## src/rtl/gcd_pkg.sv

```systemverilog
// ----------------------------------------------------------------------------
// gcd_pkg
//   Shared definitions for the GCD accelerator: controller state encoding,
//   operand-register mux select encodings (also used by the datapath) and a
//   small control-word type with helpers that build the common words.
// ----------------------------------------------------------------------------
package gcd_pkg;

   typedef enum logic [1:0] {
      IDLE = 2'd0,
      CALC = 2'd1,
      DONE = 2'd2
   } state_e;

   // A register input select
   localparam logic [1:0] A_MUX_SEL_IN  = 2'd0;
   localparam logic [1:0] A_MUX_SEL_SUB = 2'd1;
   localparam logic [1:0] A_MUX_SEL_B   = 2'd2;

   // B register input select
   localparam logic B_MUX_SEL_A  = 1'b0;
   localparam logic B_MUX_SEL_IN = 1'b1;

   // Datapath control word driven by the controller each cycle
   typedef struct packed {
      logic       a_en;
      logic       b_en;
      logic [1:0] a_sel;
      logic       b_sel;
   } ctrl_t;

   // Everything off; selects parked at encoding 0 so nothing floats to X.
   function automatic ctrl_t ctrl_off();
      ctrl_t c;
      c.a_en  = 1'b0;
      c.b_en  = 1'b0;
      c.a_sel = A_MUX_SEL_IN;
      c.b_sel = B_MUX_SEL_A;
      return c;
   endfunction

   // Load both operands from the request inputs
   function automatic ctrl_t ctrl_load();
      ctrl_t c;
      c.a_en  = 1'b1;
      c.b_en  = 1'b1;
      c.a_sel = A_MUX_SEL_IN;
      c.b_sel = B_MUX_SEL_IN;
      return c;
   endfunction

   // Exchange A and B
   function automatic ctrl_t ctrl_swap();
      ctrl_t c;
      c.a_en  = 1'b1;
      c.b_en  = 1'b1;
      c.a_sel = A_MUX_SEL_B;
      c.b_sel = B_MUX_SEL_A;
      return c;
   endfunction

   // A <= A - B, B untouched
   function automatic ctrl_t ctrl_sub();
      ctrl_t c;
      c.a_en  = 1'b1;
      c.b_en  = 1'b0;
      c.a_sel = A_MUX_SEL_SUB;
      c.b_sel = B_MUX_SEL_A;
      return c;
   endfunction

endpackage

```

## src/rtl/sat_counter.sv

```systemverilog
// ----------------------------------------------------------------------------
// sat_counter
//   Saturating up-counter for profiling. Clear has priority over increment;
//   once the all-ones value is reached the count sticks there.
// Ports:
//   clk     in   clock
//   reset   in   synchronous active-high reset (count -> 0)
//   clr_i   in   synchronous clear
//   inc_i   in   increment by one (saturating)
//   count_o out  current count
// ----------------------------------------------------------------------------
module sat_counter #(
   parameter int DATA_W = 16
) (
   input  logic              clk,
   input  logic              reset,
   input  logic              clr_i,
   input  logic              inc_i,
   output logic [DATA_W-1:0] count_o
);

   logic [DATA_W-1:0] count_q;
   logic [DATA_W-1:0] count_d;

   function automatic logic [DATA_W-1:0] sat_inc(input logic [DATA_W-1:0] v);
      if (&v) begin
         return v;
      end
      return v + DATA_W'(1);
   endfunction

   always_comb begin
      count_d = count_q;
      if (clr_i) begin
         count_d = '0;
      end else if (inc_i) begin
         count_d = sat_inc(count_q);
      end
   end

   always_ff @(posedge clk) begin
      if (reset) begin
         count_q <= '0;
      end else begin
         count_q <= count_d;
      end
   end

   assign count_o = count_q;

endmodule

```

## src/rtl/gcd_ctrl.sv

```systemverilog
// ----------------------------------------------------------------------------
// gcd_ctrl
//   Control unit for the GCD accelerator. Sequences a val/rdy request and
//   response around the subtract-and-swap datapath, drives the operand
//   register enables and mux selects, and counts working CALC cycles
//   (saturating) for profiling.
// Ports:
//   clk         in   clock
//   reset       in   synchronous active-high reset
//   req_val     in   request operands valid on datapath inputs
//   req_rdy     out  controller can accept a request (IDLE only)
//   resp_val    out  result in the A register is valid (DONE)
//   resp_rdy    in   consumer accepts the result
//   is_a_lt_b   in   datapath status A < B (unsigned)
//   is_b_zero   in   datapath status B == 0
//   a_reg_en    out  A register enable
//   b_reg_en    out  B register enable
//   a_mux_sel   out  A input select (IN / SUB / B)
//   b_mux_sel   out  B input select (A / IN)
//   resp_iters  out  working CALC cycles for the current result
// ----------------------------------------------------------------------------
module gcd_ctrl
   import gcd_pkg::*;
#(
   parameter int ITER_W = 16
) (
   input  logic              clk,
   input  logic              reset,
   input  logic              req_val,
   output logic              req_rdy,
   output logic              resp_val,
   input  logic              resp_rdy,
   input  logic              is_a_lt_b,
   input  logic              is_b_zero,
   output logic              a_reg_en,
   output logic              b_reg_en,
   output logic [1:0]        a_mux_sel,
   output logic              b_mux_sel,
   output logic [ITER_W-1:0] resp_iters
);

   state_e state_q;
   state_e state_d;
   ctrl_t  ctrl;
   logic   iter_clr;
   logic   iter_inc;

   always_comb begin
      state_d  = state_q;
      ctrl     = ctrl_off();
      req_rdy  = 1'b0;
      resp_val = 1'b0;
      iter_clr = 1'b0;
      iter_inc = 1'b0;
      case (state_q)
         IDLE: begin
            // Operands are loaded every idle cycle; the one present at
            // acceptance is the one that sticks.
            req_rdy = 1'b1;
            ctrl    = ctrl_load();
            if (req_val) begin
               iter_clr = 1'b1;
               state_d  = CALC;
            end
         end
         CALC: begin
            // Swap is tested first so A=0,B=0 falls straight through to done.
            if (is_a_lt_b) begin
               ctrl     = ctrl_swap();
               iter_inc = 1'b1;
            end else if (!is_b_zero) begin
               ctrl     = ctrl_sub();
               iter_inc = 1'b1;
            end else begin
               state_d = DONE;
            end
         end
         DONE: begin
            resp_val = 1'b1;
            if (resp_rdy) begin
               state_d = IDLE;
            end
         end
         default: begin
            state_d = IDLE;
         end
      endcase
   end

   always_ff @(posedge clk) begin
      if (reset) begin
         state_q <= IDLE;
      end else begin
         state_q <= state_d;
      end
   end

   sat_counter #(
      .DATA_W (ITER_W)
   ) u_iter_cnt (
      .clk     (clk),
      .reset   (reset),
      .clr_i   (iter_clr),
      .inc_i   (iter_inc),
      .count_o (resp_iters)
   );

   assign a_reg_en  = ctrl.a_en;
   assign b_reg_en  = ctrl.b_en;
   assign a_mux_sel = ctrl.a_sel;
   assign b_mux_sel = ctrl.b_sel;

endmodule

```

## config.mk

```make
export PLATFORM = sky130hd
export DESIGN_NAME = gcd_ctrl
export DESIGN_NICKNAME = d
export VERILOG_FILES = /design/src/rtl/gcd_pkg.sv /design/src/rtl/sat_counter.sv /design/src/rtl/gcd_ctrl.sv
export SDC_FILE = /design/constraint.sdc
export NUM_CORES = 1
export LEC_CHECK = 0
export CORE_MARGIN = 2
export CORE_UTILIZATION = 35
export CTS_CLUSTER_SIZE = 24
export DETAILED_ROUTE_END_ITERATION = 10
export GPL_TIMING_DRIVEN = 1
export PLACE_DENSITY = 0.6
export SKIP_LAST_GASP = 1
export SYNTH_ARGS = -nofsm -noshare
export SYNTH_HDL_FRONTEND = slang
export SYNTH_SLANG_ARGS = --single-unit
```

## constraint.sdc

```tcl
create_clock -name clk -period 2 [get_ports clk]
set_input_delay 0.5 -clock clk [delete_from_list [all_inputs] [get_ports clk]]
set_output_delay 0.5 -clock clk [all_outputs]
set_load 0.03 [all_outputs]
```

==> impl_metrics.ini, run 1 <==
[cts]
clk_pin_slew_ns = 0.11
clk_latency_ns = 0.30
cts_root_buf = clkbuf_4
clock_path_buffers = 2
cts-buffers-inserted = 3
clock_sinks = 18
postCtsSetupRepairBufs = 0
holdBufCountCts = 0
cts_tree = built
cts_max_level = 1

[run_status]
outcome = completed

[grt]
grt_max_degree = 11
antenna_found_initial = 0
grt_use_total = 0.1491
grt_pass1_vias = 878
grt.overflow.total = 0
grt_pass1_wl_um = 3877

[drt]
drc_errors = 0
viasPerCell = 5.207
route.vias.total = 979
drt-wirelength-per-cell_um = 12.60
drtPass1Iterations = 4
drt-total-wl_um = 2369
drtAntennaViolNets = 0
first_iter_violations = 32

[floorplanning]
core_mm2 = 0.002734
rows = 19
fp.dieH_um = 57.35
initial_core_util = 0.3643
dieWidth_um = 57.35
dieArea_mm2 = 0.003288
pin_count = 29

[critical_path]
end_kind = primary output
critPathSlowestCell = clkdlybuf4s50_1
cp-start-kind = flip-flop
critPathArrivalTime_ns = 1.45
worst_ep_required_time_ns = 1.50
cp_slowest_stage_delay_ns = 0.71
critical_path.cell_chain = clkdlybuf4s50_1
crit_buf_inv = 1
critPathKind = flip-flop to primary output
crit_family = buffers and inverters
path_max_fanout = 6

[yosys]
synth_area_leader_cell = dfxtp_1
yosys_warnings = 0
postSynthCellCount = 116
avgSynthCellArea_um2 = 8.586
ys.flop_type = dfxtp_1
yosysSeqAreaShare = 0.3618
syn_area_um2 = 996.0
synth_nets = 123
synth_top_area_frac = 0.3618
synth-seq-cells = 18
ys_async_sr_fraction = 0
synth_area_leaders = dfxtp_1, a21oi_1, mux2i_1
synth_edf_count = 0
synth.distinct_cells = 40

[finish]
design_area_mm2 = 0.001428
antennaDiodeCount = 0
layout_common_cells = dfxtp_1, clkdlybuf4s50_1, buf_4
layout_commonest_cell = dfxtp_1
final_cells = 188
fin_util = 0.5222
fill_cells = 255
final_nets = 165
area_growth_pct = 43.34
drive_above_1_share = 0.1847

[min_path]
hold_class = flip-flop to flip-flop

[power]
intPower_mw = 0.5323
switching_share = 0.2816
clkPwrFrac = 0.314
p_comb_frac = 0.185
leakage_nw = 0.6000
seqPwrFrac = 0.501
switchingPower_mw = 0.2087
ir_worst_vdd_mv = 0.4532
powerDensity_mw_per_mm2 = 519.0

[sta]
slew_headroom = 0.6109
setup_viol = 0
period_needed_ns = 1.949
drv_slew = 0
fin_crit_sh = 0.9747
whs_ns = 0.5014
clock.fmax_ghz = 0.5130
worst_pin_slew_ns = 0.5814
rsz0062_at_grt = no
setup_tns_ns = 0
skew_ns = 0.005855
final_hold_viol_count = 0

[flow_run]
maxCapViolations = 0

[placement]
dp.cells = 184
placed_cell_area_mm2 = 0.001376
gp_congestion = 0.7162
port_buffers = 28
dp_hpwl_um = 1800
[logic make-up (layout without fill, tap and decap cells)]
logic type	count (synthesis)	in the layout	synth area share
mux	5	5	0.05025
fa+ha+maj	1	1	0.01256
buf+inv	5	46	0.02261
compound gates	20	20	0.1219
flops	18	18	0.3618
simple gates	67	67	0.4309
[sequential cells by signal, indices dropped and copies added, names as in the netlist]
register and flops:
u_iter_cnt.count_o 16, state_q 2
[cell usage after synthesis, types with 2 or more instances]
library cell  number
dfxtp_1           18
a21oi_1           10
nand2_1           10
nor2_1             9
nor3_1             8
or3_1              6
mux2i_1            5
nand4_1            4
nor4_1             4
inv_1              3
nand3_1            3
nor2b_1            3
and4_1             2
nand4_2            2
o21ai_1            2
o31ai_1            2
or4_1              2
[power groups by stage]
stage	registers [mW]	logic (mW)	clock network [mW]
after floorplan	0.381	0.0807	0
after global placement	0.379	0.141	0
after detailed placement	0.380	0.142	0
after CTS	0.371	0.137	0.240
after global routing	0.373	0.148	0.255
final	0.371	0.137	0.233
[per-layer routing]
| metal | GRT usage | share of wire | up-vias |
|---|---|---|---|
| met5 | 0 | 0 | - |
| met4 | 0.03987 | 0.0080 | 0 |
| met3 | 0.04082 | 0.038 | 4 |
| met2 | 0.2289 | 0.44 | 17 |
| met1 | 0.2065 | 0.51 | 437 |
| li1 | - | - | 521 |
[path summary, 6_finish.rpt]
path	slack, ns	from	cells past startpoint	endpoint
setup / recovery	0.05	u_iter_cnt.count_o[5]$_SDFFE_PP0P_	1	resp_iters[5]
hold / removal	0.50	u_iter_cnt.count_o[15]$_SDFFE_PP0P_	2	u_iter_cnt.count_o[15]$_SDFFE_PP0P_
setup reg to reg	0.17	u_iter_cnt.count_o[0]$_SDFFE_PP0P_	5	u_iter_cnt.count_o[14]$_SDFFE_PP0P_
hold reg to reg	0.50	u_iter_cnt.count_o[15]$_SDFFE_PP0P_	2	u_iter_cnt.count_o[15]$_SDFFE_PP0P_
[timing repair]
| action | in CTS | in global routing |
|---|---|---|
| setup endpoints to repair | 4 | 7 |
| endpoints found under the hold margin | 0 | 0 |
| gates resized for setup | 4 | 7 |
[final cells by class]
cell class              count  area (µm²)  share of cell area
well taps                  31       38.79             0.02717
repair buffers             39       360.3              0.2524
inverters                   3       11.26            0.007888
flip-flops and latches     18       360.3              0.2524
multi-input cells          93       620.6              0.4347
clock buffers               4       36.28             0.02542
[per-stage QoR]
stage / power [mW] / setup WS, ns
2_1_floorplan: 0.4614 / 0.08836
6_report: 0.7410 / 0.05054
3_3_place_gp: 0.5207 / -0.1426
4_1_cts: 0.7490 / 0.01280
3_5_place_dp: 0.5217 / -0.1515
5_1_grt: 0.7755 / 0.009476
No activity file was read; power rests on OpenSTA's default activity.
==> run 2: changes to the inputs <==
--- a/config.mk
+++ b/config.mk
@@ -10,7 +10,7 @@
 export CTS_CLUSTER_SIZE = 24
 export DETAILED_ROUTE_END_ITERATION = 10
 export GPL_TIMING_DRIVEN = 1
-export PLACE_DENSITY = 0.6
+export PLACE_DENSITY_LB_ADDON = 0.25
 export SKIP_LAST_GASP = 1
 export SYNTH_ARGS = -nofsm -noshare
 export SYNTH_HDL_FRONTEND = slang
==> run 2 against run 1 <==
Cell count stayed put. Non-clock buffer count did not move. Clock-buffer cell count unchanged. Clock skew up 0.0048 ns. Clock power shrank 2%. Critical path type is now input pin to primary output. Largest power group unchanged. Highest routed layer unchanged.
==> impl_metrics.ini, run 2 (synthesis gave the netlist of run 1 again) <==
[drt]
drt-wirelength-per-cell_um = 12.70
first_iter_violations = 13
drtPass1Iterations = 4
drt-total-wl_um = 2388
drtAntennaViolNets = 0
drc_errors = 0
route.vias.total = 1017
viasPerCell = 5.410

[critical_path]
r2r_start = u_iter_cnt.count_o[0]$_SDFFE_PP0P_
r2r_cells = 5
crit_buf_inv = 3
r2r_slack_ns = 0.14
path_max_fanout = 3
critPathArrivalTime_ns = 1.46
cp-start-kind = input pin
cp-endpoint = a_mux_sel[0]
path_depth = 4
critical_path.cell_chain = clkdlybuf4s50_1 -> buf_4 -> nor3_1 -> buf_4
worst_ep_required_time_ns = 1.50
worstSetupStartpoint = is_a_lt_b
crit_family = buffers and inverters
reg2reg_to = u_iter_cnt.count_o[14]$_SDFFE_PP0P_
critPathKind = input pin to primary output
crit_top_cell = buf_4
critPathSlowestCell = clkdlybuf4s50_1
end_kind = primary output
cp_slowest_stage_delay_ns = 0.43

[sta]
whs_ns = 0.5161
rsz0062_at_grt = no
drv_slew = 0
clock.fmax_ghz = 0.5104
final_hold_viol_count = 0
fin_ws_ns = 0.04077
skew_ns = 0.01063
setup_viol = 0
worst_pin_slew_ns = 0.5351
fin_crit_sh = 0.9796
period_needed_ns = 1.959
slew_headroom = 0.6420

[floorplanning]
initial_core_util = 0.3643
dieWidth_um = 57.35
dieArea_mm2 = 0.003288
fp.dieH_um = 57.35
pin_count = 29
core_mm2 = 0.002734
rows = 19

[cts]
clk_pin_slew_ns = 0.10
clock_sinks = 18
cts-buffers-inserted = 3
cts_max_level = 1
postCtsSetupRepairBufs = 0
cts_tree = built
cts_root_buf = clkbuf_4
clk_latency_ns = 0.30
clock_path_buffers = 2

[finish]
fin_util = 0.5249
largest_register_ffs = 16
layout_common_cells = dfxtp_1, clkdlybuf4s50_1, buf_4
design_area_mm2 = 0.001435
layout_commonest_cell = dfxtp_1
area_growth_pct = 44.10
antennaDiodeCount = 0
drive_above_1_share = 0.1911
final_nets = 165

[grt]
grt_max_degree = 11
grt_use_total = 0.1530
grt.overflow.total = 0
grt_pass1_vias = 894
grt_pass1_wl_um = 3988
antenna_found_initial = 0

[placement]
pre_cts_slack_ns = -0.1940
gp_congestion = 0.7456
port_buffers = 28
dp_hpwl_um = 1840
placed_cell_area_mm2 = 0.001376

[run_status]
outcome = completed

[power]
powerDensity_mw_per_mm2 = 515.8
leakage_nw = 0.5928
power_mw = 0.7402
ir_worst_vdd_mv = 0.3416

[min_path]
hold_class = flip-flop to flip-flop

[flow_run]
maxCapViolations = 0
[run 2: where the power goes]
| group | leakage, nW | internal, mW | switching, mW | total (mW) |
|---|---|---|---|---|
| Combinational | 0.426 | 0.0615 | 0.0793 | 0.141 |
| Clock | 0.0210 | 0.111 | 0.117 | 0.228 |
| Sequential | 0.145 | 0.363 | 0.00786 | 0.371 |
| Total | 0.593 | 0.536 | 0.204 | 0.740 |
[run 2: per-layer routing]
| layer | global-route usage | up-vias | routed length, µm |
|---|---|---|---|
| li1 | - | 526 | - |
| met1 | 0.2025 | 471 | 1156 |
| met2 | 0.2419 | 15 | 1129 |
| met3 | 0.04762 | 5 | 79 |
| met4 | 0.03987 | 0 | 23 |
| met5 | 0 | - | 0 |
[run 2: worst register-to-register path: stages (launching register included)]
cell	delay, ns
dfxtp_1	0.40
ha_1	0.24
nand3_2	0.17
or3_4	0.43
nor4_2	0.35
mux2i_1	0.22
[run 2: repair_timing]
action                                  4_1_cts  5_1_grt
hold buffers                                  0        0
gates resized for setup                       4        8
endpoints found under the setup margin        4        7
pin swaps                                     0        1
[run 2: per-stage QoR]
| step | setup TNS [ns] | instances |
|---|---|---|
| after global placement | -0.2347 | 184 |
| after floorplan | 0 | 116 |
| final | 0 | 188 |
| after global routing | 0 | 188 |
| after detailed placement | -0.4434 | 184 |
| after CTS | 0 | 188 |
[run 2: final cells by class]
type,count,area (µm²)
multi-input cells,93,630.6
flip-flops and latches,18,360.3
well taps,31,38.79
fillers,262,1299
clock buffers,4,36.28
inverters,3,11.26
repair buffers,39,357.8
[run 2: worst min-delay path by stage]
stage | startpoint | end | slack (ns) | cells after the start
after detailed placement | u_iter_cnt.count_o[15]$_SDFFE_PP0P_ | u_iter_cnt.count_o[15]$_SDFFE_PP0P_ | 0.49 | 2
final | u_iter_cnt.count_o[11]$_SDFFE_PP0P_ | u_iter_cnt.count_o[11]$_SDFFE_PP0P_ | 0.52 | 2
after global routing | u_iter_cnt.count_o[7]$_SDFFE_PP0P_ | u_iter_cnt.count_o[7]$_SDFFE_PP0P_ | 0.54 | 2
after floorplan | reset | state_q[0]$_SDFFE_PP0P_ | 0.57 | 1
after CTS | u_iter_cnt.count_o[11]$_SDFFE_PP0P_ | u_iter_cnt.count_o[11]$_SDFFE_PP0P_ | 0.52 | 2
after global placement | u_iter_cnt.count_o[15]$_SDFFE_PP0P_ | u_iter_cnt.count_o[15]$_SDFFE_PP0P_ | 0.49 | 2
==> run 3: changes to the inputs <==
--- a/config.mk
+++ b/config.mk
@@ -9,6 +9,7 @@
 export CORE_UTILIZATION = 35
 export CTS_CLUSTER_SIZE = 24
 export DETAILED_ROUTE_END_ITERATION = 10
+export GPL_ROUTABILITY_DRIVEN = 0
 export GPL_TIMING_DRIVEN = 1
 export PLACE_DENSITY_LB_ADDON = 0.25
 export SKIP_LAST_GASP = 1
==> results of run 3 <==
Final layout, timing and power as in run 2 (identical DEF).
